**src/rtl/bus_arbiter_if.sv**
```systemverilog
// Shared system bus bundle between the bus masters, the arbiter and the slave side.
// The arbiter uses the "slave" modport (it sits below the masters); the "master"
// modport is the opposite view, used by whatever drives the masters and the slave.
interface bus_arbiter_if #(
    parameter int NUM_MASTERS = 4,
    parameter int ADDR_W      = 30,
    parameter int DATA_W      = 32
);
    logic [NUM_MASTERS-1:0]        MReq_;
    logic [NUM_MASTERS-1:0]        MGrnt_;
    logic [NUM_MASTERS*ADDR_W-1:0] MAddr;
    logic [NUM_MASTERS-1:0]        MAs_;
    logic [NUM_MASTERS-1:0]        MRW;
    logic [NUM_MASTERS*DATA_W-1:0] MWrData;
    logic [DATA_W-1:0]             MRdData;
    logic [NUM_MASTERS-1:0]        MRdy_;
    logic [DATA_W-1:0]             SRdData;
    logic                          SRdy_;
    logic [ADDR_W-1:0]             SAddr;
    logic                          SAs_;
    logic                          SRW;
    logic [DATA_W-1:0]             SWrData;

    modport slave (
        input  MReq_, MAddr, MAs_, MRW, MWrData, SRdData, SRdy_,
        output MGrnt_, MRdData, MRdy_, SAddr, SAs_, SRW, SWrData
    );

    modport master (
        output MReq_, MAddr, MAs_, MRW, MWrData, SRdData, SRdy_,
        input  MGrnt_, MRdData, MRdy_, SAddr, SAs_, SRW, SWrData
    );
endinterface

```
**src/rtl/bus_arbiter.sv**
```systemverilog
// Round-robin arbiter and master-side multiplexer for the shared system bus.
// The owner holds the bus as long as it requests; once it releases, the next
// requesting master after it (modulo NUM_MASTERS) takes over on the next edge.
// With no requests the grant parks on the last owner.
module bus_arbiter #(
    parameter int NUM_MASTERS = 4,
    parameter int OWNER_W     = 2,
    parameter int ADDR_W      = 30,
    parameter int DATA_W      = 32
) (
    input  logic               clk,
    input  logic               reset_,
    bus_arbiter_if.slave       bus,
    output logic [OWNER_W-1:0] Owner
);
    localparam logic [NUM_MASTERS-1:0] oneHot0 = NUM_MASTERS'(1);

    logic [OWNER_W-1:0]     ownerQ;
    logic [NUM_MASTERS-1:0] grantQ;
    logic [OWNER_W-1:0]     nextOwner;
    logic [OWNER_W-1:0]     cand;
    logic                   found;
    logic [NUM_MASTERS-1:0] rdy;

    // Next owner: hold while the owner requests, else first requester after it.
    // Index wrap comes for free from the OWNER_W-bit addition (power-of-two count).
    always_comb begin
        nextOwner = ownerQ;
        cand      = '0;
        found     = 1'b0;
        if (bus.MReq_[ownerQ]) begin
            for (int k = 1; k < NUM_MASTERS; k++) begin
                cand = ownerQ + OWNER_W'(k);
                if (!found && !bus.MReq_[cand]) begin
                    nextOwner = cand;
                    found     = 1'b1;
                end
            end
        end
    end

    // Owner and grant registers; grant is decoded from the same next value so
    // MGrnt_ and Owner can never disagree.
    always_ff @(posedge clk) begin
        if (!reset_) begin
            ownerQ <= '0;
            grantQ <= ~oneHot0;
        end else begin
            ownerQ <= nextOwner;
            grantQ <= ~(oneHot0 << nextOwner);
        end
    end

    // Ready goes back to the owner only; everyone else sees not-ready.
    always_comb begin
        rdy         = '1;
        rdy[ownerQ] = bus.SRdy_;
    end

    assign Owner       = ownerQ;
    assign bus.MGrnt_  = grantQ;
    assign bus.MRdy_   = rdy;
    assign bus.MRdData = bus.SRdData;
    assign bus.SAddr   = bus.MAddr[int'(ownerQ) * ADDR_W +: ADDR_W];
    assign bus.SWrData = bus.MWrData[int'(ownerQ) * DATA_W +: DATA_W];
    assign bus.SAs_    = bus.MAs_[ownerQ];
    assign bus.SRW     = bus.MRW[ownerQ];
endmodule

```
**src/flat_wrapper.sv**
```systemverilog
// flat-port wrapper written by rule: the top's interface ports become plain ports
module bus_arbiter_flat 
#(
    parameter int NUM_MASTERS = 4,
    parameter int OWNER_W     = 2,
    parameter int ADDR_W      = 30,
    parameter int DATA_W      = 32
)
  (clk, reset_, Owner, bus_MReq_, bus_MAddr, bus_MAs_, bus_MRW, bus_MWrData, bus_SRdData, bus_SRdy_, bus_MGrnt_, bus_MRdData, bus_MRdy_, bus_SAddr, bus_SAs_, bus_SRW, bus_SWrData);
  bus_arbiter_if #(.NUM_MASTERS(NUM_MASTERS), .ADDR_W(ADDR_W), .DATA_W(DATA_W)) bus_i ();
  input  logic clk;
  input  logic reset_;
  output logic [OWNER_W-1:0] Owner;
  input wire logic [$bits(bus_i.MReq_)-1:0] bus_MReq_;
  input wire logic [$bits(bus_i.MAddr)-1:0] bus_MAddr;
  input wire logic [$bits(bus_i.MAs_)-1:0] bus_MAs_;
  input wire logic [$bits(bus_i.MRW)-1:0] bus_MRW;
  input wire logic [$bits(bus_i.MWrData)-1:0] bus_MWrData;
  input wire logic [$bits(bus_i.SRdData)-1:0] bus_SRdData;
  input wire logic [$bits(bus_i.SRdy_)-1:0] bus_SRdy_;
  output wire logic [$bits(bus_i.MGrnt_)-1:0] bus_MGrnt_;
  output wire logic [$bits(bus_i.MRdData)-1:0] bus_MRdData;
  output wire logic [$bits(bus_i.MRdy_)-1:0] bus_MRdy_;
  output wire logic [$bits(bus_i.SAddr)-1:0] bus_SAddr;
  output wire logic [$bits(bus_i.SAs_)-1:0] bus_SAs_;
  output wire logic [$bits(bus_i.SRW)-1:0] bus_SRW;
  output wire logic [$bits(bus_i.SWrData)-1:0] bus_SWrData;
  assign bus_i.MReq_ = bus_MReq_;
  assign bus_i.MAddr = bus_MAddr;
  assign bus_i.MAs_ = bus_MAs_;
  assign bus_i.MRW = bus_MRW;
  assign bus_i.MWrData = bus_MWrData;
  assign bus_i.SRdData = bus_SRdData;
  assign bus_i.SRdy_ = bus_SRdy_;
  assign bus_MGrnt_ = bus_i.MGrnt_;
  assign bus_MRdData = bus_i.MRdData;
  assign bus_MRdy_ = bus_i.MRdy_;
  assign bus_SAddr = bus_i.SAddr;
  assign bus_SAs_ = bus_i.SAs_;
  assign bus_SRW = bus_i.SRW;
  assign bus_SWrData = bus_i.SWrData;
  bus_arbiter #(.NUM_MASTERS(NUM_MASTERS), .OWNER_W(OWNER_W), .ADDR_W(ADDR_W), .DATA_W(DATA_W)) u_core (.clk(clk), .reset_(reset_), .bus(bus_i), .Owner(Owner));
endmodule
```
**config.mk**
```make
export PLATFORM = sky130hd
export DESIGN_NAME = bus_arbiter_flat
export DESIGN_NICKNAME = d
export VERILOG_FILES = /design/src/rtl/bus_arbiter_if.sv /design/src/rtl/bus_arbiter.sv /design/src/flat_wrapper.sv
export SDC_FILE = /design/constraint.sdc
export NUM_CORES = 1
export LEC_CHECK = 0
export ABC_CLOCK_PERIOD_IN_PS = 2900
export CAP_MARGIN = 20
export CORE_AREA = 2 2 157 159
export DETAILED_ROUTE_END_ITERATION = 16
export DIE_AREA = 0 0 159 161
export GPL_TIMING_DRIVEN = 0
export SETUP_SLACK_MARGIN = 0.5
export SYNTH_ARGS = -nofsm -noshare
export SYNTH_HDL_FRONTEND = slang
export SYNTH_SLANG_ARGS = --single-unit
```
**constraint.sdc**
```tcl
create_clock -name clk -period 2.9 [get_ports clk]
set_clock_uncertainty 0.05 [all_clocks]
set_input_delay 0.725 -clock clk [delete_from_list [all_inputs] [get_ports clk]]
set_output_delay 0.725 -clock clk [all_outputs]
set_load 0.01 [all_outputs]
```
==> impl_metrics.json <==
{
  "synth_cell_type_count": 35,
  "hold_ws_ns": 0.753,
  "report.final.hold_viol_count": 0,
  "insertion_delay_ns": 0.23,
  "ir_drop_uv": 455,
  "nets": 857,
  "drc": 0,
  "grt-ovfl-total": 0,
  "crit_buf_inv": 4,
  "drv_slew": 0,
  "power_density_nw_per_um2": 551,
  "worst_slew_pin_slew_ns": 0.295,
  "fin_setup_tns_ns": 0,
  "rsz0062_at_grt": "yes",
  "period_minus_slack_ns": 2.47,
  "max_freq_mhz": 405,
  "synth_cells": 173,
  "cts.htree.levels": 1,
  "leakage_nw": 2.90,
  "syn-num-nets": 472,
  "syn_avg_cell_area_um2": 13.5,
  "clockRootBuffer": "clkbuf_16",
  "dieWidth_um": 159,
  "cts_tree": "yes",
  "final_cell_count_no_fill": 881,
  "grt_pass1_wl_um": 22100,
  "cts.sink_count": 6,
  "critPathArrivalTime_ns": 1.69,
  "antenna_left": 0,
  "wl_per_cell_um": 17.5,
  "antenna_found_initial": 3,
  "start_util_pct": 9.77,
  "path_clk_slew_ns": 0.03,
  "synth-warning-count": 0,
  "place_congestion": 0.801,
  "synth-seq-cells": 6,
  "dp.cells": 861,
  "io_pins": 401,
  "cpMaxStageDelayCell": "mux4_2",
  "path_max_fanout": 5,
  "criticalPathCategory": "register to primary output",
  "hold_path.class": "register to register",
  "area_growth_pct": 183,
  "path_delay_family": "multiplexers",
  "critPathRequiredTime_ns": 2.12,
  "syn_area_um2": 2340,
  "seq_area_frac_synth_pct": 5.13,
  "cts_made_buffers": 3,
  "timing.final.crit_share_pct": 85.1,
  "grt_max_degree": 11,
  "row_count": 57,
  "cp_common_cell": "buf_12",
  "cts_buffer_depth": 2,
  "drtPass1Iterations": 4,
  "vias_per_cell": 3.69,
  "drv_cap": 0,
  "end_kind": "primary output",
  "cp-start-kind": "register",
  "relSlewSlack_pct": 80.1,
  "num_vias": 3250,
  "drt_wl_total_um": 15500,
  "r2r_setup_slack_ns": 0.62,
  "dieArea_um2": 25600,
  "cp_slowest_stage_delay_ns": 0.55,
  "die_y_um": 161,
  "setup_viol": 0,
  "cts_hold_buf": 0,
  "place_hpwl_um": 13300,
  "grt_pass1_vias": 3500,
  "gr-usage-all-layers_pct": 11.2,
  "drt-initial-drc-count": 118,
  "status": "finished, final reports clean",
  "setup_ws_ns": 0.433,
  "core_area_um2": 24000,
  "drive_gt1_share_pct": 37.8,
  "pre_cts_ws_ns": -0.225,
  "path_cells": "buf_12 > buf_12 > buf_12 > mux4_2 > buf_6",
  "port_buffers": 364
}
Yosys cell counts:
cell | number | area (um^2)
o21ai_2 | 2 | 17.5
mux4_2 | 64 | 1440
a2111oi_2 | 1 | 15.0
and2_1 | 2 | 12.5
mux2i_1 | 2 | 20.0
nor2_1 | 1 | 3.75
nand3b_1 | 2 | 15.0
a41oi_1 | 1 | 8.76
buf_12 | 1 | 20.0
o221ai_2 | 1 | 15.0
o2bb2ai_1 | 1 | 8.76
ha_1 | 4 | 50.1
nand2_2 | 1 | 6.26
nand2_1 | 2 | 7.51
dfxtp_1 | 6 | 120
a2bb2oi_1 | 1 | 8.76
inv_1 | 3 | 11.3
o21ai_0 | 1 | 5.00
a22o_1 | 1 | 8.76
o41ai_2 | 1 | 16.3
o2111ai_1 | 1 | 8.76
o21ai_1 | 1 | 5.00
nand2b_1 | 6 | 37.5
nor2b_1 | 2 | 12.5
buf_6 | 2 | 22.5
buf_4 | 44 | 330
a31oi_1 | 1 | 6.26
o22ai_1 | 2 | 12.5
o21bai_1 | 1 | 7.51
nand3_1 | 4 | 20.0
a21oi_1 | 2 | 10.0
o211ai_1 | 1 | 7.51
o21a_1 | 1 | 7.51
a22oi_2 | 1 | 12.5
buf_2 | 6 | 30.0
metrics by stage:
| step | power, mW | util, % | area (um^2) |
|---|---|---|---|
| after floorplan | 1.59 | - | 2340 |
| after global placement | 3.08 | 26.7 | 6390 |
| after detailed placement | 3.08 | 26.7 | 6390 |
| after CTS | 3.64 | 27.2 | 6530 |
| after global routing | 3.86 | 27.6 | 6620 |
| final | 3.64 | 27.6 | 6620 |
final cells by class:
| cell class | instances | area (um^2) |
|---|---|---|
| sequential | 6 | 125 |
| clock buffer | 3 | 75.1 |
| antenna | 1 | 2.50 |
| inverter | 3 | 11.3 |
| fill | 2631 | 17300 |
| buffer | 53 | 538 |
| multi-input combinational | 111 | 1810 |
| tap | 324 | 405 |
| timing repair buffer | 380 | 3650 |
worst reg2reg max path, cell delays in order, from the launching register on:
cell	delay [ns]
dfxtp_4	0.35
buf_12	0.14
buf_12	0.15
buf_4	0.12
inv_2	0.05
ha_1	0.30
buf_4	0.18
o21bai_1	0.12
a2bb2oi_1	0.09
o41ai_2	0.25
a22oi_2	0.15
o21a_1	0.21
routing by layer:
metal / share of wire (%) / track usage (%)
met1: 39 / 13.8
met3: 9.0 / 3.26
met2: 51 / 19.8
met4: 0.74 / 1.61
met5: 0.18 / 0
power breakdown:
group	internal (mW)	switching [mW]	leakage [nW]
combinational	1.99	1.29	2.81
sequential	0.116	0.0212	0.0505
clock	0.177	0.0504	0.0370
total	2.29	1.36	2.90
kinds of logic (layout without fill, tap and decap cells):
| family | after synthesis | after routing | share of synthesized area [%] |
|---|---|---|---|
| compound gates | 21 | 21 | 7.75 |
| buf+inv | 56 | 439 | 17.7 |
| mux | 66 | 66 | 62.4 |
| other cells | 0 | 1 | 0 |
| flops | 6 | 6 | 5.13 |
| simple gates | 20 | 20 | 4.91 |
| fa+ha+maj | 4 | 4 | 2.14 |
sequential cells by signal, indices dropped and copies added (netlist names):
register,flops
u_core.Owner,2
u_core.bus.MGrnt_,4
worst paths after layout:
| check | from | end | cells after the start |
|---|---|---|---|
| worst max-delay path | u_core.Owner[0] | bus_SWrData[21] | 5 |
| worst min-delay path | u_core.Owner[1] | u_core.bus.MGrnt_[3] | 4 |
| worst max register to register | u_core.Owner[0] | u_core.bus.MGrnt_[0] | 11 |
| worst min register to register | u_core.Owner[1] | u_core.bus.MGrnt_[3] | 4 |
repair_timing:
item,4_1_cts,5_1_grt
setup endpoints to repair,68,65
cloned,2,3
pin swaps,0,0
setup buffers,10,1
hold endpoints to repair,0,0
gates resized for setup,641,3
placed cells by master (no fill, tap or decap), types with 2 or more instances in the layout:
cell,count
buf_16,3
dlygate4sd2_1,257
buf_6,72
nand2b_1,6
clkdlybuf4s50_1,39
nand3b_1,2
a21oi_1,2
nand3_1,4
buf_12,9
buf_2,2
nand2_1,2
ha_1,4
clkdlybuf4s15_1,4
mux2i_1,2
and2_1,2
inv_1,2
nor2b_1,2
o21ai_2,2
buf_4,41
mux4_2,64
buf_8,3
dfxtp_1,4
clkbuf_16,6
o22ai_1,2
(Power assumes the default switching activity.)
